$ cat src/rtl/mem_stage_pkg.sv
// Shared encodings and default widths for the memory pipeline stage.
package mem_stage_pkg;

  localparam int DEF_AW = 4;
  localparam int DEF_DW = 4;
  localparam int DEF_RW = 2;

  typedef enum logic [1:0] {
    OP_PASS  = 2'b00,
    OP_LOAD  = 2'b01,
    OP_STORE = 2'b10,
    OP_INC   = 2'b11
  } op_e;

  typedef enum logic {
    ST_RUN    = 1'b0,
    ST_INC_WR = 1'b1
  } state_e;

endpackage

$ cat src/rtl/mem_stage.sv
// Memory stage: one EX/MEM holding register in front of a synchronous-write data
// memory, with a two-cycle read-modify-write for INC.
//
// state     | meaning
// ST_RUN    | EX/MEM op executes this cycle; new instructions accepted
// ST_INC_WR | writing back the incremented value held in inc_q; no accept
module mem_stage
  import mem_stage_pkg::*;
#(
  parameter int AW = DEF_AW,
  parameter int DW = DEF_DW,
  parameter int RW = DEF_RW
) (
  input  logic          clk,
  input  logic          rst,
  input  logic          ex_valid,
  input  logic [1:0]    ex_op,
  input  logic [AW-1:0] ex_addr,
  input  logic [DW-1:0] ex_wdata,
  input  logic [RW-1:0] ex_rd,
  output logic          ex_ready,
  input  logic          flush,
  output logic          dm_we,
  output logic [AW-1:0] dm_addr,
  output logic [DW-1:0] dm_di,
  input  logic [DW-1:0] dm_do,
  output logic          wb_valid,
  output logic [RW-1:0] wb_rd,
  output logic [DW-1:0] wb_data,
  output logic [7:0]    acc_cnt
);

  state_e        state, state_nxt;
  logic          exm_valid;
  op_e           exm_op;
  logic [AW-1:0] exm_addr;
  logic [DW-1:0] exm_data;
  logic [RW-1:0] exm_rd;
  logic [DW-1:0] inc_q;

  logic run_act, inc_start, inc_done, capture, mem_done, wb_load;

  always_comb begin
    state_nxt = state;
    ex_ready  = (state == ST_RUN);
    run_act   = (state == ST_RUN) && exm_valid;
    inc_start = run_act && (exm_op == OP_INC);
    inc_done  = (state == ST_INC_WR);
    capture   = ex_valid && ex_ready && !flush;
    mem_done  = (run_act && (exm_op == OP_LOAD || exm_op == OP_STORE)) || inc_done;
    wb_load   = (run_act && (exm_op == OP_LOAD || exm_op == OP_PASS)) || inc_done;
    if (inc_start) state_nxt = ST_INC_WR;
    if (inc_done)  state_nxt = ST_RUN;
  end

  // rst gates the strobe so an INC caught mid-write never reaches memory
  assign dm_we   = !rst && ((run_act && exm_op == OP_STORE) || inc_done);
  assign dm_addr = exm_addr;
  assign dm_di   = inc_done ? inc_q : exm_data;

  always_ff @(posedge clk) begin
    if (rst) begin
      state     <= ST_RUN;
      exm_valid <= 1'b0;
      exm_op    <= OP_PASS;
      exm_addr  <= '0;
      exm_data  <= '0;
      exm_rd    <= '0;
    end else begin
      state <= state_nxt;
      // an INC keeps its slot for the write cycle; the offer in that cycle is not taken
      if (!inc_start) begin
        exm_valid <= capture;
        if (capture) begin
          exm_op   <= op_e'(ex_op);
          exm_addr <= ex_addr;
          exm_data <= ex_wdata;
          exm_rd   <= ex_rd;
        end
      end
    end
  end

  always_ff @(posedge clk) begin
    if (rst) begin
      wb_valid <= 1'b0;
      wb_rd    <= '0;
      wb_data  <= '0;
      inc_q    <= '0;
      acc_cnt  <= '0;
    end else begin
      wb_valid <= wb_load;
      if (wb_load) begin
        wb_rd <= exm_rd;
        if (inc_done)                   wb_data <= inc_q;
        else if (exm_op == OP_LOAD)     wb_data <= dm_do;
        else                            wb_data <= exm_data;
      end
      if (inc_start) inc_q <= dm_do + exm_data;
      if (mem_done && acc_cnt != 8'hFF) acc_cnt <= acc_cnt + 8'd1;
    end
  end

endmodule

$ cat config.mk
export PLATFORM = sky130hd
export DESIGN_NAME = mem_stage
export DESIGN_NICKNAME = d
export VERILOG_FILES = /design/src/rtl/mem_stage_pkg.sv /design/src/rtl/mem_stage.sv
export SDC_FILE = /design/constraint.sdc
export NUM_CORES = 1
export LEC_CHECK = 0
export CAP_MARGIN = 40
export CORE_UTILIZATION = 47
export CTS_CLUSTER_SIZE = 25
export DETAILED_ROUTE_END_ITERATION = 7
export GPL_TIMING_DRIVEN = 0
export HOLD_SLACK_MARGIN = 0.1
export PLACE_DENSITY_LB_ADDON = 0.3
export SLEW_MARGIN = 20
export SYNTH_ARGS = -nofsm -noshare
export SYNTH_HDL_FRONTEND = slang
export SYNTH_SLANG_ARGS = --single-unit
$ cat constraint.sdc
create_clock -name clk -period 1.7 [get_ports clk]
set_input_delay 0.425 -clock clk [delete_from_list [all_inputs] [get_ports clk]]
set_output_delay 0.425 -clock clk [all_outputs]
set_load 0.03 [all_outputs]
After elaboration in Yosys (flattened, before gate mapping)
Index checks and enable logic that the tools add are counted.
- $add $sub $neg: 2
- equal/unequal tests: 4
- muxes and demuxes: 4
- bitwise gates (word level): 2
- reduce and logical (&&, ||, !) cells: 19
- operators by type and width (kind ; count):
    $mux W4 ; 3
    $logic_and A1 B1 Y1 ; 9
    $add A8 B1 Y8 const B ; 1
    $ne A8 B8 Y1 const B ; 1
    $logic_or A1 B1 Y1 ; 5
    $add A4 B4 Y4 ; 1
    $eq A2 B2 Y1 const B ; 2
    $eq A2 B1 Y1 const B ; 1
    $logic_not A1 Y1 ; 2
    $logic_not A2 Y1 ; 1
    $not A1 Y1 ; 2
    $reduce_and A2 Y1 ; 1
    $reduce_or A2 Y1 ; 1
    $mux W1 ; 1
- flip-flop bits (word level): 33
- input bits: 20
- output and inout port bits: 25
- word-level logic and storage cells: 42

Depth between registers and ports, before layout
- depth in word-level cells: 5
- depth in mapped cells: 7
- gate-level depth less buffers: 6

Least setup slack after synthesis
OpenSTA, ideal clock, no wires.
- path type: register to register
- start point: reg acc_cnt[0]
- end point: reg acc_cnt[1]
- arrival time: 1.473 ns
- data required time: 1.572 ns
- setup slack: 0.099 ns
- cell stages (with the launch flop): 6
- cells stage by stage: dfxtp_1 -> ha_1 -> nand2_2 -> o31ai_2 -> mux2i_1 -> nor2_1
- longest elaborated chain between the ends: 2
- elaborated cells on any way between the ends: 3
- those cells by class: add/sub (1); eq/ne (1); reduce/logical (1)
- ends and longest elaborated chain (item ; RTL line ; source):
    from (decl) ; mem_stage.sv:30 ; output logic [7:0] acc_cnt
    from (signal assigned) ; mem_stage.sv:100 ; if (mem_done && acc_cnt != 8'hFF) acc_cnt <= acc_cnt + 8'd1;
    branches (longest 2 deep; another with $add A8 B1 Y8) ; - ;
Several ways; the timed one is not identified.
A chain may end at the register's enable or synchronous reset.

Worst setup path after layout
- start point: reg exm_op[0]
- end point: out dm_we
- longest elaborated chain between the ends: 4
- ends and longest elaborated chain (item ; RTL line ; source):
    from (decl) ; mem_stage.sv:35 ; op_e exm_op;
    from (signal assigned) ; mem_stage.sv:75 ; exm_op <= op_e'(ex_op);
    $eq A2 B2 Y1 ; mem_stage.sv:57 ; assign dm_we = !rst && ((run_act && exm_op == OP_STORE) || inc_done);
    $logic_and A1 B1 Y1 ; mem_stage.sv:57 ;
    $logic_or A1 B1 Y1 ; mem_stage.sv:57 ;
    $logic_and A1 B1 Y1 ; mem_stage.sv:57 ;
    to (decl) ; mem_stage.sv:23 ; output logic dm_we,
Every way passes these cells.

==> summary.md <==
| Metric | Value |
|---|---|
| Outcome | `complete, but fails checks` |
| Failing checks | `negative setup slack` |
| First-pass DRT Iterations | `4` |
| Depth of the CTS H-tree | `2` |
| Async set-reset flop share out of synthesis | `0%` |
| Critical Path Source | `exm_op[0]` |
| Diode count | `0` |
| WL per Instance | `13.93 um` |
| Fin. max-slew vios | `0` |
| Slew headroom | `68.42%` |
| Syn nets | `193` |
| Worst-path fanout max | `4` |
| Residual DRC | `0` |
| Worst slew pin tran | `0.4737 ns` |
| IO Pins | `45` |
| Hold endpoint | `dm_addr[1]` |
| Pwr dens | `690.5 mW/mm2` |
| Clock Pin Slew Worst Setup and Hold Paths | `0.09 ns` |
| Seq/Total Area, Yosys | `42.14%` |
| TritonCTS buffer count | `5` |
| Avg Inst Size Synth | `9.559 um2` |
| Skew final | `0.001980 ns` |
| IO buf count | `44` |
| Post-route insts no fill | `260` |
| Critical path type | `reg -> out` |
| Pre-CTS WS | `-0.7644 ns` |
| Die ar. | `0.003571 mm2` |
| Leakage power | `0.9999 nW` |
| GP Congestion | `0.8088` |
| Clk root buf | `clkbuf_4` |
| Peak supply drop | `0.0004194 V` |
| CP endpoint kind | `output port` |
| Tmin final | `1.734 ns` |
| GRT Total Usage | `23.35%` |
| WL final | `3622 um` |
| Fillers | `278` |
| Core Rows | `20` |
| Number of enable flip-flop cells after synthesis | `0` |
| Initial antenna violation count | `0` |
| Synth top area cells | `dfxtp_1 (42%), mux2i_1 (13%), nor2_1 (6.7%)` |
| Main flop type after synthesis | `dfxtp_1` |
| Cell Area, Placed | `0.002063 mm2` |
| Core Region | `0.003103 mm2` |
| Antenna Violating Nets Remaining | `0` |
| Final nets | `245` |
| Final Cell Area | `0.002150 mm2` |
| Post-synth cell types | `32` |
| Gr ovfl total | `0` |
| Pin count of the biggest net entering global routing | `14` |
| Crit path DAT | `1.31 ns` |
| Synth top cells by count | `dfxtp_1 (33), nor2_1 (28), mux2i_1 (21)` |
| Vias | `1372` |
| CTS tree | `yes` |
| R2R setup slack | `0.13 ns` |
| # setup viols final | `5` |
| Fin. Hold Viols | `0` |
| Worst skew pair latency | `0.33 ns` |
| CP Data Required Time | `1.27 ns` |
| Min-delay src | `dm_addr[1]` |
| Mapped Cells | `164` |
| Placed Cells | `252` |
| Period utilization | `102.0%` |
| Drt via density | `5.277` |
| Reg2reg start | `exm_op[1]` |
| Worst hold path depth | `2` |
| CTS Sinks | `33` |
| Clock Path Buffers | `2` |
| Worst reg2reg endpoint | `wb_data[3]` |
| FF-to-FF path depth | `7` |
| Share of the synthesized area in the top cell type | `42.14%` |
| Max-Cap Viols | `0` |
| Critical Path Source Type | `register` |
| Vias in the first global route | `1378` |
| First-pass GRT wire length | `6161 um` |
| Layout cells sized above 1 | `15.74%` |
| Register bit total from synthesis | `33` |
| Yosys Warn Count | `0` |
| FMAX | `576.7 MHz` |
| Largest area contributor in the netlist | `dfxtp_1` |
| Area Overhead vs Synth | `37.11%` |
| DR iter-0 viols | `70` |
| Starting Density | `50.52%` |
| RSZ-0062 raised after global routing | `yes` |
| Hold WC Path Type | `reg -> reg` |
| Most numerous cell in the Yosys netlist | `dfxtp_1` |
| Die Span Y | `59.76 um` |
| Mapped Area | `0.001568 mm2` |
| Detail Placement HPWL | `2722 um` |
| Final WS setup | `-0.03409 ns` |
| Die width | `59.76 um` |
==> worst max path at each step <==
stage / slack, ns / end / depth (start not counted)
floorplan: 0.1 / acc_cnt[1] / 5
global placement: -0.74 / dm_we / 4
detailed placement: -0.76 / dm_we / 4
CTS: -0.06 / dm_we / 5
global route: -0.09 / dm_we / 5
finish: -0.03 / dm_we / 5
==> metrics by stage <==
step / setup TNS (ns) / hold WS, ns / power (W) / util (%)
finish: -0.1443 / 0.5053 / 0.001484 / 69.27
global route: -0.3868 / 0.5337 / 0.001554 / 69.27
CTS: -0.08452 / 0.5081 / 0.001500 / 68.99
detailed placement: -2.699 / 0.4857 / 0.001067 / 66.49
global placement: -2.539 / 0.4752 / 0.001058 / 66.49
floorplan: 0 / 0.4632 / 0.0009604 / -
==> report_power, final <==
part	switching [W]	internal [W]	leakage, nW	total (W)
sequential	0.0000176	0.000792	0.270	0.000810
clock	0.000248	0.000195	0.0314	0.000444
combinational	0.000116	0.000115	0.699	0.000231
total	0.000382	0.00110	1.00	0.00148
==> area by class of cell <==
class	instances	area [um2]	share of cell area (%)
Buffer	5	38.79	1.804
Tap cell	44	55.05	2.561
Sequential cell	33	668.1	31.08
Inverter	4	18.77	0.8731
Timing Repair Buffer	46	436.7	20.31
Clock buffer	7	55.05	2.561
Multi-Input combinational cell	121	877.1	40.80
==> layer usage <==
layer	vias up	routed length, um	global-route usage, %	share of wire [%]
met5	-	0	0	0
met4	0	27	8.306	0.75
met3	3	182	6.926	5.0
met2	44	1794	39.05	50
met1	647	1617	28.27	45
li1	678	-	-	-
==> flip-flops by register name, summed over array words and instances, names as in the netlist <==
register	cells
exm_op	2
exm_data	4
acc_cnt	8
wb_valid	1
inc_q	4
wb_rd	2
inc_done	1
exm_valid	1
exm_rd	2
dm_addr	4
wb_data	4
==> cell usage in the layout (no fill, tap or decap), types with 5 or more instances in the layout <==
cell type	n
clkbuf_4	5
ha_1	8
dfxtp_1	31
dlygate4sd2_1	20
nor2_1	28
nand2b_1	6
a21oi_1	11
clkdlybuf4s50_1	17
buf_6	5
nor3_1	6
mux2i_1	21
==> critical path, cell delays in order, from the launching register on <==
cell and delay [ns]:
dfxtp_4 0.37, inv_2 0.04, ha_1 0.19, a21oi_1 0.13, nor2_1 0.06, buf_4 0.19
==> what timing repair did <==
item                       CTS  global route
cloned                       0             0
setup endpoints to repair   26            13
setup buffers                2             0
hold buffers                 0             0
pin swaps                    1             0
gates resized for setup     69             4
==> logic make-up (layout without fill, tap and decap cells) <==
| group | count (synthesis) | in the layout | synth area share, % |
|---|---|---|---|
| multiplexers | 25 | 25 | 16.28 |
| XOR/XNOR | 4 | 4 | 2.235 |
| AND/OR/NAND/NOR | 56 | 56 | 17.24 |
| adder cells (fa/ha/maj) | 9 | 9 | 7.662 |
| flip-flops | 33 | 33 | 42.14 |
| buffers and inverters | 10 | 62 | 3.032 |
| AO/OA/AOI/OAI | 27 | 27 | 11.41 |
Note: power is estimated with default switching activity, not from simulation.
